### src/rtl/led_anim_pkg.sv
// Shared definitions for the LED animation sequencer: mode and FSM state
// encodings, the blank segment value and the default pattern table.
package led_anim_pkg;

  // Animation modes as presented on the mode input.
  typedef enum logic [1:0] {
    MODE_LOOP     = 2'd0,
    MODE_PINGPONG = 2'd1,
    MODE_ONESHOT  = 2'd2,
    MODE_STEP     = 2'd3
  } mode_e;

  // Sequencer FSM states.
  typedef enum logic [1:0] {
    ST_IDLE  = 2'd0,
    ST_RUN   = 2'd1,
    ST_PAUSE = 2'd2,
    ST_DONE  = 2'd3
  } state_e;

  // Internal patterns are active-high {g,f,e,d,c,b,a}; this is "all off".
  localparam logic [6:0] SEG_BLANK = 7'h00;

  // Default pattern table entry for (digit, frame): frame 0 is blank on every
  // digit, other frames light one segment that rotates with frame and digit,
  // so digit 0 frame 3 lights segment g (7'h40).
  function automatic logic [6:0] default_pattern(input int unsigned digit,
                                                 input int unsigned frame);
    if (frame == 0) return SEG_BLANK;
    return 7'(32'd1 << ((frame + digit + 32'd3) % 32'd7));
  endfunction

endpackage

### src/rtl/led_anim_rom.sv
// Combinational pattern lookup: (digit, frame) -> 7-bit active-high pattern.
// Ports:
//   digit    in  DIG_W    scan digit index
//   frame    in  FRAME_W  animation frame index
//   pattern  out 7        segments {g,f,e,d,c,b,a}, active-high
module led_anim_rom
  import led_anim_pkg::*;
#(
  parameter int unsigned N_DIGITS = 4,
  parameter int unsigned N_FRAMES = 32,
  parameter int unsigned DIG_W    = 2,
  parameter int unsigned FRAME_W  = 5
) (
  input  logic [DIG_W-1:0]   digit,
  input  logic [FRAME_W-1:0] frame,
  output logic [6:0]         pattern
);

  logic [6:0] rom_table [N_DIGITS][N_FRAMES];

  // Table contents are elaboration-time constants.
  for (genvar d = 0; d < int'(N_DIGITS); d++) begin : g_dig
    for (genvar f = 0; f < int'(N_FRAMES); f++) begin : g_frm
      assign rom_table[d][f] = default_pattern(d, f);
    end
  end

  // Out-of-range indices (non power-of-two sizes) read as blank.
  always_comb begin
    pattern = SEG_BLANK;
    if (32'(digit) < N_DIGITS && 32'(frame) < N_FRAMES) begin
      pattern = rom_table[digit][frame];
    end
  end

endmodule

### src/rtl/led_anim_seq.sv
// LED animation sequencer for multiplexed 7-segment displays. Steps a frame
// index through the pattern table in loop, ping-pong, one-shot or manual-step
// mode and time-multiplexes N_DIGITS digits onto one segment bus.
// Ports:
//   clk, rst   clock, synchronous active-high reset
//   start      pulse: restart at frame 0 going up, latch mode
//   stop       pulse: go idle and blank the display
//   pause      level: freeze frame advance (scan keeps running)
//   step       pulse: advance one frame in step mode
//   mode       animation mode, sampled on start
//   tick_div   frame period = tick_div+1 clocks
//   seg, dig   registered segment bus and one-hot digit enable
//   frame_idx  current frame
//   busy       high while running or paused
//   done       one-cycle pulse when one-shot reaches the last frame
module led_anim_seq
  import led_anim_pkg::*;
#(
  parameter int unsigned N_DIGITS    = 4,
  parameter int unsigned N_FRAMES    = 32,
  parameter int unsigned FRAME_W     = (N_FRAMES > 1) ? $clog2(N_FRAMES) : 1,
  parameter int unsigned DIV_W       = 24,
  parameter int unsigned SCAN_DIV    = 1000,
  parameter int unsigned SEG_ACT_LOW = 1
) (
  input  logic                clk,
  input  logic                rst,
  input  logic                start,
  input  logic                stop,
  input  logic                pause,
  input  logic                step,
  input  logic [1:0]          mode,
  input  logic [DIV_W-1:0]    tick_div,
  output logic [6:0]          seg,
  output logic [N_DIGITS-1:0] dig,
  output logic [FRAME_W-1:0]  frame_idx,
  output logic                busy,
  output logic                done
);

  localparam int unsigned DIG_W  = (N_DIGITS > 1) ? $clog2(N_DIGITS) : 1;
  localparam int unsigned SCAN_W = (SCAN_DIV > 1) ? $clog2(SCAN_DIV) : 1;
  localparam logic [FRAME_W-1:0] LAST_FRAME = FRAME_W'(N_FRAMES - 1);
  localparam logic [SCAN_W-1:0]  SCAN_LAST  = SCAN_W'(SCAN_DIV - 1);
  localparam logic [DIG_W-1:0]   DIG_LAST   = DIG_W'(N_DIGITS - 1);
  // XOR masks that convert internal active-high values to pin polarity.
  localparam logic [6:0]          SEG_POL = {7{SEG_ACT_LOW != 0}};
  localparam logic [N_DIGITS-1:0] DIG_POL = {N_DIGITS{SEG_ACT_LOW != 0}};

  state_e               state, state_next;
  mode_e                mode_q, mode_next;
  logic [FRAME_W-1:0]   frame_next;
  logic                 dir_down, dir_next;
  logic [DIV_W-1:0]     presc, presc_next;
  logic                 done_next;
  logic                 advance;
  logic [SCAN_W-1:0]    scan_cnt;
  logic [DIG_W-1:0]     scan_idx;
  logic [6:0]           pattern;
  logic [N_DIGITS-1:0]  dig_onehot;

  // FSM and frame datapath register.
  always_ff @(posedge clk) begin
    if (rst) begin
      state     <= ST_IDLE;
      mode_q    <= MODE_LOOP;
      frame_idx <= '0;
      dir_down  <= 1'b0;
      presc     <= '0;
      busy      <= 1'b0;
      done      <= 1'b0;
    end else begin
      state     <= state_next;
      mode_q    <= mode_next;
      frame_idx <= frame_next;
      dir_down  <= dir_next;
      presc     <= presc_next;
      busy      <= (state_next == ST_RUN) || (state_next == ST_PAUSE);
      done      <= done_next;
    end
  end

  // Next state, prescaler and frame advance; priority stop > start > pause > advance.
  always_comb begin
    state_next = state;
    mode_next  = mode_q;
    frame_next = frame_idx;
    dir_next   = dir_down;
    presc_next = presc;
    done_next  = 1'b0;
    advance    = 1'b0;

    if (stop) begin
      state_next = ST_IDLE;
      frame_next = '0;
      dir_next   = 1'b0;
      presc_next = '0;
    end else if (start) begin
      state_next = ST_RUN;
      mode_next  = mode_e'(mode);
      frame_next = '0;
      dir_next   = 1'b0;
      presc_next = '0;
    end else begin
      case (state)
        ST_RUN: begin
          if (pause) begin
            state_next = ST_PAUSE;
          end else if (mode_q == MODE_STEP) begin
            advance = step;
          end else if (presc >= tick_div) begin
            // '>=' so a tick_div lowered below the count still fires.
            presc_next = '0;
            advance    = 1'b1;
          end else begin
            presc_next = presc + DIV_W'(1);
          end
        end
        ST_PAUSE: if (!pause) state_next = ST_RUN;
        default: ;
      endcase
    end

    if (advance) begin
      case (mode_q)
        MODE_PINGPONG: begin
          // Reverse on the end frame itself so it is shown only once.
          if (LAST_FRAME == '0) begin
            frame_next = '0;
          end else if (!dir_down) begin
            if (frame_idx == LAST_FRAME) begin
              dir_next   = 1'b1;
              frame_next = frame_idx - FRAME_W'(1);
            end else begin
              frame_next = frame_idx + FRAME_W'(1);
            end
          end else begin
            if (frame_idx == '0) begin
              dir_next   = 1'b0;
              frame_next = frame_idx + FRAME_W'(1);
            end else begin
              frame_next = frame_idx - FRAME_W'(1);
            end
          end
        end
        MODE_ONESHOT: begin
          // done coincides with the last frame appearing on frame_idx.
          if (frame_idx == LAST_FRAME || frame_idx == LAST_FRAME - FRAME_W'(1)) begin
            frame_next = LAST_FRAME;
            state_next = ST_DONE;
            done_next  = 1'b1;
          end else begin
            frame_next = frame_idx + FRAME_W'(1);
          end
        end
        default: begin
          frame_next = (frame_idx == LAST_FRAME) ? '0 : frame_idx + FRAME_W'(1);
        end
      endcase
    end
  end

  // Digit scan: held at digit 0 while idle.
  always_ff @(posedge clk) begin
    if (rst || state == ST_IDLE) begin
      scan_cnt <= '0;
      scan_idx <= '0;
    end else if (scan_cnt == SCAN_LAST) begin
      scan_cnt <= '0;
      scan_idx <= (scan_idx == DIG_LAST) ? '0 : scan_idx + DIG_W'(1);
    end else begin
      scan_cnt <= scan_cnt + SCAN_W'(1);
    end
  end

  led_anim_rom #(
    .N_DIGITS (N_DIGITS),
    .N_FRAMES (N_FRAMES),
    .DIG_W    (DIG_W),
    .FRAME_W  (FRAME_W)
  ) u_rom (
    .digit   (scan_idx),
    .frame   (frame_idx),
    .pattern (pattern)
  );

  assign dig_onehot = N_DIGITS'(1) << scan_idx;

  // seg and dig share one register so they always switch on the same edge.
  always_ff @(posedge clk) begin
    if (rst || state == ST_IDLE) begin
      seg <= SEG_BLANK ^ SEG_POL;
      dig <= DIG_POL;
    end else begin
      seg <= pattern ^ SEG_POL;
      dig <= dig_onehot ^ DIG_POL;
    end
  end

endmodule

### config.mk
export PLATFORM = sky130hd
export DESIGN_NAME = led_anim_seq
export DESIGN_NICKNAME = d
export VERILOG_FILES = /design/src/rtl/led_anim_pkg.sv /design/src/rtl/led_anim_rom.sv /design/src/rtl/led_anim_seq.sv
export SDC_FILE = /design/constraint.sdc
export NUM_CORES = 1
export LEC_CHECK = 0
export CAP_MARGIN = 20
export CORE_MARGIN = 5
export CORE_UTILIZATION = 30
export DETAILED_ROUTE_END_ITERATION = 8
export PLACE_DENSITY = 0.55
export SLEW_MARGIN = 40
export SYNTH_ARGS = -nofsm -noshare
export SYNTH_HDL_FRONTEND = slang
export SYNTH_HIERARCHICAL = 1
export SYNTH_SLANG_ARGS = --single-unit
### constraint.sdc
create_clock -name clk -period 1.9 [get_ports clk]
set_input_delay 0.285 -clock clk [delete_from_list [all_inputs] [get_ports clk]]
set_output_delay 0.285 -clock clk [all_outputs]
set_load 0.02 [all_outputs]
==> results of run 1 <==
[worst max-delay path by stage]
stage                      from            to  slack [ps]
global placement    tick_div[4]      state[1]        -850
global route           presc[4]      dir_down        -460
floorplan              presc[6]     presc[15]        -160
finish                 presc[5]      dir_down        -350
CTS                    presc[4]      dir_down        -370
detailed placement  tick_div[4]  frame_idx[4]        -910
[routing by layer]
layer,routed length (um),up-vias,GRT usage (%)
met5,0,-,0
met4,109,0,4.62
met3,539,8,3.86
met2,5530,93,22.9
met1,5000,1964,17.8
li1,-,2115,-
[power by group through the flow]
stage	clock [uW]	combinational [uW]	sequential, uW
after floorplan	0	106	1280
after global placement	0	235	1270
after detailed placement	0	238	1270
after CTS	1590	245	1250
after global routing	1650	282	1250
final	1530	255	1250
[worst register-to-register path, cell delays in order, from the launching register on]
cell and delay, ps:
sky130_fd_sc_hd__dfxtp_2 330, sky130_fd_sc_hd__ha_4 260, sky130_fd_sc_hd__o211a_1 160, sky130_fd_sc_hd__a2111oi_2 50, sky130_fd_sc_hd__or4_4 550, sky130_fd_sc_hd__o31ai_4 270
sky130_fd_sc_hd__o21ai_4 130, sky130_fd_sc_hd__buf_6 140, sky130_fd_sc_hd__o211ai_1 160, sky130_fd_sc_hd__o31ai_1 90
[cell type report]
cell class / instances / share of cell area, %
clock inverters: 2 / 0.163
clock buffers: 13 / 4.39
inverters: 46 / 2.81
repair buffers: 139 / 20.0
well taps: 180 / 3.66
multi-input cells: 398 / 49.5
flip-flops and latches: 59 / 19.5
[synth_stat cells (5+ instances only)]
| master | n | area, sq um |
|---|---|---|
| sky130_fd_sc_hd__xor2_1 | 21 | 184 |
| sky130_fd_sc_hd__nand3_1 | 17 | 85.1 |
| sky130_fd_sc_hd__a21oi_1 | 29 | 145 |
| sky130_fd_sc_hd__nand2_1 | 53 | 199 |
| sky130_fd_sc_hd__nand2b_1 | 8 | 50.1 |
| sky130_fd_sc_hd__clkbuf_1 | 6 | 22.5 |
| sky130_fd_sc_hd__and3_1 | 6 | 37.5 |
| sky130_fd_sc_hd__o21ai_0 | 17 | 85.1 |
| sky130_fd_sc_hd__nor2_1 | 56 | 210 |
| sky130_fd_sc_hd__buf_2 | 9 | 45.0 |
| sky130_fd_sc_hd__ha_1 | 40 | 500 |
| sky130_fd_sc_hd__o31ai_1 | 5 | 37.5 |
| sky130_fd_sc_hd__nor3_1 | 15 | 75.1 |
| sky130_fd_sc_hd__inv_1 | 45 | 169 |
| sky130_fd_sc_hd__xnor2_1 | 15 | 131 |
| sky130_fd_sc_hd__dfxtp_1 | 59 | 1180 |
| sky130_fd_sc_hd__nand4_1 | 8 | 50.1 |
[registers in the layout, summed over array words and instances (netlist names), 2 cells and up]
name / flops
dig: 4
frame_idx: 5
mode_q: 2
presc: 24
scan_cnt: 10
scan_idx: 2
seg: 7
state: 2
[what timing repair did]
action                                  4_1_cts  5_1_grt
gates resized for setup                      38       43
cloned                                        1        0
endpoints found under the setup margin       35       37
buffers inserted                              6        1
pin swaps                                    23       23
[per-stage QoR]
| stage | cells | util, % |
|---|---|---|
| 2_1_floorplan | 524 | - |
| 3_3_place_gp | 814 | 40.1 |
| 3_5_place_dp | 814 | 40.1 |
| 4_1_cts | 836 | 43.2 |
| 5_1_grt | 837 | 44.5 |
| 6_report | 837 | 44.5 |
[kinds of logic (layout without fill, tap and decap cells)]
group / count (synthesis) / in the layout / share of synthesized area, %
simple gates: 202 / 202 / 24.6
compound gates: 115 / 116 / 19.7
buf+inv: 68 / 200 / 7.25
flops: 59 / 59 / 28.1
fa+ha+maj: 40 / 40 / 11.9
xor+xnor: 36 / 36 / 7.49
mux: 4 / 4 / 0.981
==> flow_results.org, run 1 <==
** Logic synthesis
- Count of state elements after synthesis :: 59
- The synthesized design contains 0 enable-type register cells.
- Count of distinct cell types in the synthesized netlist :: 80
- Synthesis produced a netlist whose cell count is 524.
- The synthesized netlist occupies a cell area of 4210 sq um.
- Sequential cells were found to cover 28.1% of the synthesized design area.
- Most used flip-flop cell after synthesis :: sky130_fd_sc_hd__dfxtp_1
- Post-synthesis net count :: 596
- The Yosys step of the flow raised 6 warnings.
- Fraction of registers with async set or reset after synthesis :: 0%
- Dividing the synthesized area by the synthesized cell count gives 8.03 sq um.

** Pwr
- Static leakage :: 0.00252 uW
- Part of the total power dissipated in combinational logic :: 8.4%
- Switching part of the total power :: 22.5%
- The share of total power dissipated in sequential elements is 41.1%.
- Net switching power :: 683 uW
- Worst supply voltage drop on vdd :: 0.290 mV
- Power spread over the standard cell area amounts to 494 nW/um^2.
- Portion of total power attributed to the clock network :: 50.5%
- Internal power contribution :: 2350 uW
- Design Power :: 3040 uW

** CTS
- After clock tree synthesis, the flow added hold-fix buffers numbering 0.
- At the later pin of the worst-skew pair, clock insertion delay measures 330 ps.
- Root buffer cell :: sky130_fd_sc_hd__clkbuf_16
- Number of clock buffers inserted by TritonCTS :: 9
- Clock tree synthesis found a total of 59 sinks.
- TritonCTS built the clock tree.
- After clock tree synthesis, the clock-pin slew on the worst setup and hold paths is 50 ps.
- H-tree depth reported by CTS :: 3
- Clock buffer depth :: 2

** Worst setup path
- R2r setup slk :: -350 ps
- STA classifies the critical path endpoint as a flop.
- Startpoint types :: flop
- STA puts the critical path data required time at 2120 ps.
- Category of the critical setup timing path :: flop to flop
- Arrival @ worst endpoint :: 2460 ps
- Cell family with the largest share of critical-path delay :: compound AO/OA/AOI/OAI gates
- The worst register-to-register path ends at dir_down.
- Origin of the critical flop-to-flop path :: presc[5]
- Worst-path cell with the longest stage delay :: sky130_fd_sc_hd__or4_4
- Critical path cell sequence :: ha_4 > o211a_1 > a2111oi_2 > or4_4 > o31ai_4 > o21ai_4 > buf_6 > o211ai_1 > o31ai_1
- In this run the number of cells on the critical path is 9.
- Together, buffers and inverters on the worst path number 1.
- Measured in cells, the most critical reg-to-reg path has a length of 9.
- The largest single stage delay on the critical path is 550 ps.
- In this run the worst path has a maximum fanout of 6.

** Finish
- Summing all non-filler instances in the final layout gives an area of 6150 sq um.
- Top library cells by usage in the layout, fill and taps aside :: sky130_fd_sc_hd__buf_4, sky130_fd_sc_hd__nor2_1, sky130_fd_sc_hd__nand2_1, sky130_fd_sc_hd__dfxtp_1, sky130_fd_sc_hd__inv_1
- Leading cell type in the layout, fill and taps excluded :: sky130_fd_sc_hd__buf_4
- Net count, final :: 725
- Count of filler cells inserted in the layout :: 1359
- The area growth from synthesis to layout is 46.2%.
- Layout cells sized above 1 :: 29.2%
- Register Area :: 1200 sq um
- Ant. Diodes :: 0
- Multi-input logic area :: 3050 sq um

** Run
- Maximum Capacitance Violations :: 0

** Floorplanning
- The initial utilization of the core area, before any placement, comes to 30.4%.
- In this run the vertical extent of the chip is 128 um.
- Number of top-level pins :: 50
- Number of placement rows :: 43
- The total area inside the core boundary comes to 13800 sq um.
- The die is 128 um wide.
- The floorplan step defined a die boundary enclosing 16500 sq um.

** STA
- Worst rel slew slack :: 67.7%
- Final setup violation count :: 34
- Pin slew with the least headroom to its limit :: 481 ps
- Tcrit/Tclk final :: 118%
- Clock skew on the completed layout was measured at 7.46 ps.
- Adding up every negative setup slack in the final design gives -9900 ps.
- Tmin final :: 2250 ps
- Based on the critical path, the design can be clocked at up to 0.445 GHz.
- RSZ-0062 raised after global routing :: yes
- The count of pins over their slew limit came to 0.
- The final count of hold timing violations is 0.
- Once routing completed, OpenROAD measured the worst setup slack at -348 ps.
- WHS :: 446 ps

** Placed design
- Port buffering added 49 buffers.
- Worst Setup Slack post-DPL :: -908 ps
- Global placement routability congestion :: 0.879
- Summed over all nets, the half-perimeter wirelength after detailed placement is 8280 um.
- Summing all placed instances gives a cell area of 5540 sq um.

** Drt
- In the routed design, unresolved DRC markers number 0.
- After detailed routing, the average wire length per cell comes to 13.3 um.
- For this block, the initial DRC count from the detailed router was 298.
- Average vias per placed instance :: 4.99
- The pre-antenna-repair detailed-routing pass consisted of 4 iterations.
- Post-route antenna net violation count :: 0
- Summed over all layers, the routed wires come to 11200 um.
- Total via count after detailed routing :: 4180

** Global route
- Antenna violations before repair :: 0
- The via count of the first global-routing pass was 4209.
- The first global-routing pass estimated 19000 um of wire.
- Global Route Usage Sum :: 14.0%
- After global routing the overflow that remains totals 0.
- Entering global routing, the biggest net connects 32 pins.

** Outcome
- The checks that failed: negative setup slack.
- The flow ran to the end, but the final reports show violations.

** Hold path
- Hold path cells :: 1
- Worst hold endpoint :: scan_cnt[0]
- Startpoint of the most critical hold path :: scan_cnt[0]
- Min-Delay Path Class :: flop to flop
No activity file was read; power rests on OpenSTA's default activity.
==> run 2: changes to the inputs <==
CORE_MARGIN = unset   (was 5)
==> flow_results.org, run 2 (synthesis results as in run 1) <==
** CTS
- Root buffer cell :: sky130_fd_sc_hd__clkbuf_16
- The clock net in this run drives a total of 59 sinks.
- For the worst-skew pair, the clock arrives at the later sink with an insertion delay of 330 ps.
- CTS clk-pin slew, worst paths :: 50 ps
- Clock buffer depth :: 2
- TritonCTS built the clock tree.
- TritonCTS created 9 clock buffers.
- The clock tree synthesis step divided the H-tree into 3 levels.

** Global route
- The first global-routing pass estimated 18900 um of wire.
- Global routing used 4.43% of the available met3 tracks.
- Most Crowded Layer GR :: met2
- Remaining global-route overflow :: 0
- M2 GR Usage :: 27.2%
- The via count of the first global-routing pass was 4120.
- The initial antenna violation count is 0.
- Entering global routing, the biggest net connects 32 pins.
- Global routing consumed, on the met1 layer, 20.4% of the routing resources.
- Global Route Usage Sum :: 16.3%

** Finish
- Relative to the synthesized area, the layout overhead comes to 46.4%.
- The library cells used most frequently in the layout, excluding fill and tap cells, are sky130_fd_sc_hd__buf_4, sky130_fd_sc_hd__nor2_1, sky130_fd_sc_hd__nand2_1, sky130_fd_sc_hd__dfxtp_1, sky130_fd_sc_hd__inv_1.
- Leading cell type in the layout, fill and taps excluded :: sky130_fd_sc_hd__buf_4
- Largest register by flop count :: presc
- The number of antenna diodes in the final layout is 0.
- Largest registers :: presc: 24 flops, scan_cnt: 10 flops, seg: 7 flops
- Flip-flop count of the largest register after layout :: 24
- Cells with a size suffix above 1 make up 30.4% of the layout.
- Net count, final :: 725

** Drt
- DRT iter0 DRCs :: 224
- After detailed routing, the average wire length per cell comes to 13.2 um.
- Average vias per placed instance :: 4.96
- DRC viols :: 0
- The first detailed-routing pass took 4 iterations.
- Total length of routed wires :: 11000 um
- Post-route antenna net violation count :: 0
- Total via count after detailed routing :: 4135

** STA
- Number of hold violations in the final report :: 0
- Post-route setup slack :: -306 ps
- Highest clock frequency the design can meet :: 0.453 GHz
- The final critical path takes up 116% of the cycle.
- At the pin with the least slew margin, the transition time is 493 ps.
- The smallest clock period supported by the final layout is computed as 2210 ps.
- Post-route clock skew :: 5.55 ps
- Final max-slew violation count :: 0
- Final hold analysis gives a worst-case slack of 451 ps.
- Headroom to the max-slew limit came out at 66.9%.
- Setup repair after global routing could not meet its margin everywhere.
- Setup violations remaining at the end of the flow were counted as 34.

** Run
- Maximum Capacitance Violations :: 0

** Outcome
- The checks that failed: negative setup slack.
- Outcome :: finished with violations

** Floorplanning
- Number of placement rows :: 42
- The core region is 13500 sq um.
- For this design the top-level I/O count stands at 50.
- The die covers 14500 sq um.
- Starting utilization of the core area :: 31.3%
- Floorplan die height :: 120 um
- Measured along the x axis, the die boundary spans 120 um.

** Worst setup path
- Kind of end point of the critical path :: flop
- Startpoint types :: flop
- Arrival @ worst endpoint :: 2440 ps
- Traced cell by cell, the critical path runs through ha_4 > o211a_1 > a2111oi_4 > or4_4 > o31ai_4 > o21ai_4 > buf_6 > o41ai_2.
- At the worst endpoint, the required time is 2130 ps.
- CP peak stage delay :: 450 ps
- Of all nets on the critical path, the largest fanout is 5.
- In this run the critical register-to-register path is launched from presc[4].
- Worst-path cell with the longest stage delay :: sky130_fd_sc_hd__or4_4
- Category of the critical setup timing path :: flop to flop
- The critical path starts at presc[4].

** Placed design
- Worst Setup Slack post-DPL :: -918 ps
- During placement, the flow inserted port buffers numbering 49.
- At the end of routability-driven placement, the weighted congestion stood at 0.897.
- Half-perimeter wire length after placement :: 8120 um

** Pwr
- Static leakage :: 0.00251 uW
- In this run the power density over the cells is 479 nW/um^2.
- IR analysis of the VDD net gives a maximum drop of 0.383 mV.

** Hold path
- The startpoint identified for the worst hold timing path is scan_cnt[0].
- Min-Delay Path Class :: flop to flop
## run 2: cell types whose count changed in the layout (fill, tap and decap cells not counted), moves of 2 or more
cell and change:
sky130_fd_sc_hd__clkbuf_8 -3, sky130_fd_sc_hd__inv_1 -3, sky130_fd_sc_hd__ha_4 +4, sky130_fd_sc_hd__inv_2 +3, sky130_fd_sc_hd__ha_2 -2, sky130_fd_sc_hd__clkinv_2 +3, sky130_fd_sc_hd__clkdlybuf4s50_1 -6, sky130_fd_sc_hd__dlymetal6s2s_1 -4
sky130_fd_sc_hd__dlygate4sd2_1 +10, sky130_fd_sc_hd__ha_1 -2
## run 2: report_power, final
group / switching (uW) / internal [uW]
combinational: 124 / 132
clock: 581 / 869
sequential: 3.35 / 1240
## run 2: area by class of cell
cell class	instances	area, sq um
Clock inverter	6	32.5
Fill cell	1316	7290
Tap cell	176	220
Timing Repair Buffer	139	1190
Clock buffer	10	229
Multi-Input combinational cell	398	3120
Inverter	46	173
Sequential cell	59	1200
## run 2: timing repair
| action | in CTS | in global routing |
|---|---|---|
| resized for setup | 70 | 24 |
| hold buffers | 0 | 0 |
| pin swaps | 29 | 5 |
| setup endpoints to repair | 37 | 38 |
| cloned | 1 | 0 |
| buffers inserted | 8 | 1 |
## run 2: path summary, 6_finish.rpt
check | end | slack, ps | cells after the start
setup / recovery | frame_idx[2] | -310 | 8
hold reg to reg | scan_cnt[0] | 450 | 1
hold / removal | scan_cnt[0] | 450 | 1
setup reg to reg | frame_idx[2] | -310 | 8
## run 2: layer usage
metal	share of wire, %	vias up	wire length, um
met1	47	1934	5140
met4	1.3	0	144
li1	-	2114	-
met5	0	-	0
met2	48	74	5270
met3	3.9	13	431
## run 2: through the flow
step / setup TNS, ps / total power [uW] / instance area, sq um / util (%) / instances
2_1_floorplan: -2410 / 1380 / 4310 / - / 524
3_3_place_gp: -24630 / 1500 / 5520 / 41.0 / 809
3_5_place_dp: -26500 / 1510 / 5520 / 41.0 / 809
4_1_cts: -9010 / 3000 / 6070 / 45.1 / 834
5_1_grt: -11300 / 3090 / 6160 / 45.8 / 834
6_report: -8570 / 2950 / 6160 / 45.8 / 834
## run 2: critical path, delay by kind of cell (launching register included)
kind                       cells  cell delay [ps]
and+or+nand+nor                1              450
AOI/OAI and AO/OA              5              910
DFF                            1              330
adders and majority gates      1              260
buffers and inverters          1              140
==> run 3: changes to the inputs <==
SLEW_MARGIN = unset   (was 40)
==> results of run 3 <==
Same layout as run 2: the final DEF is identical, and so are final timing and power.
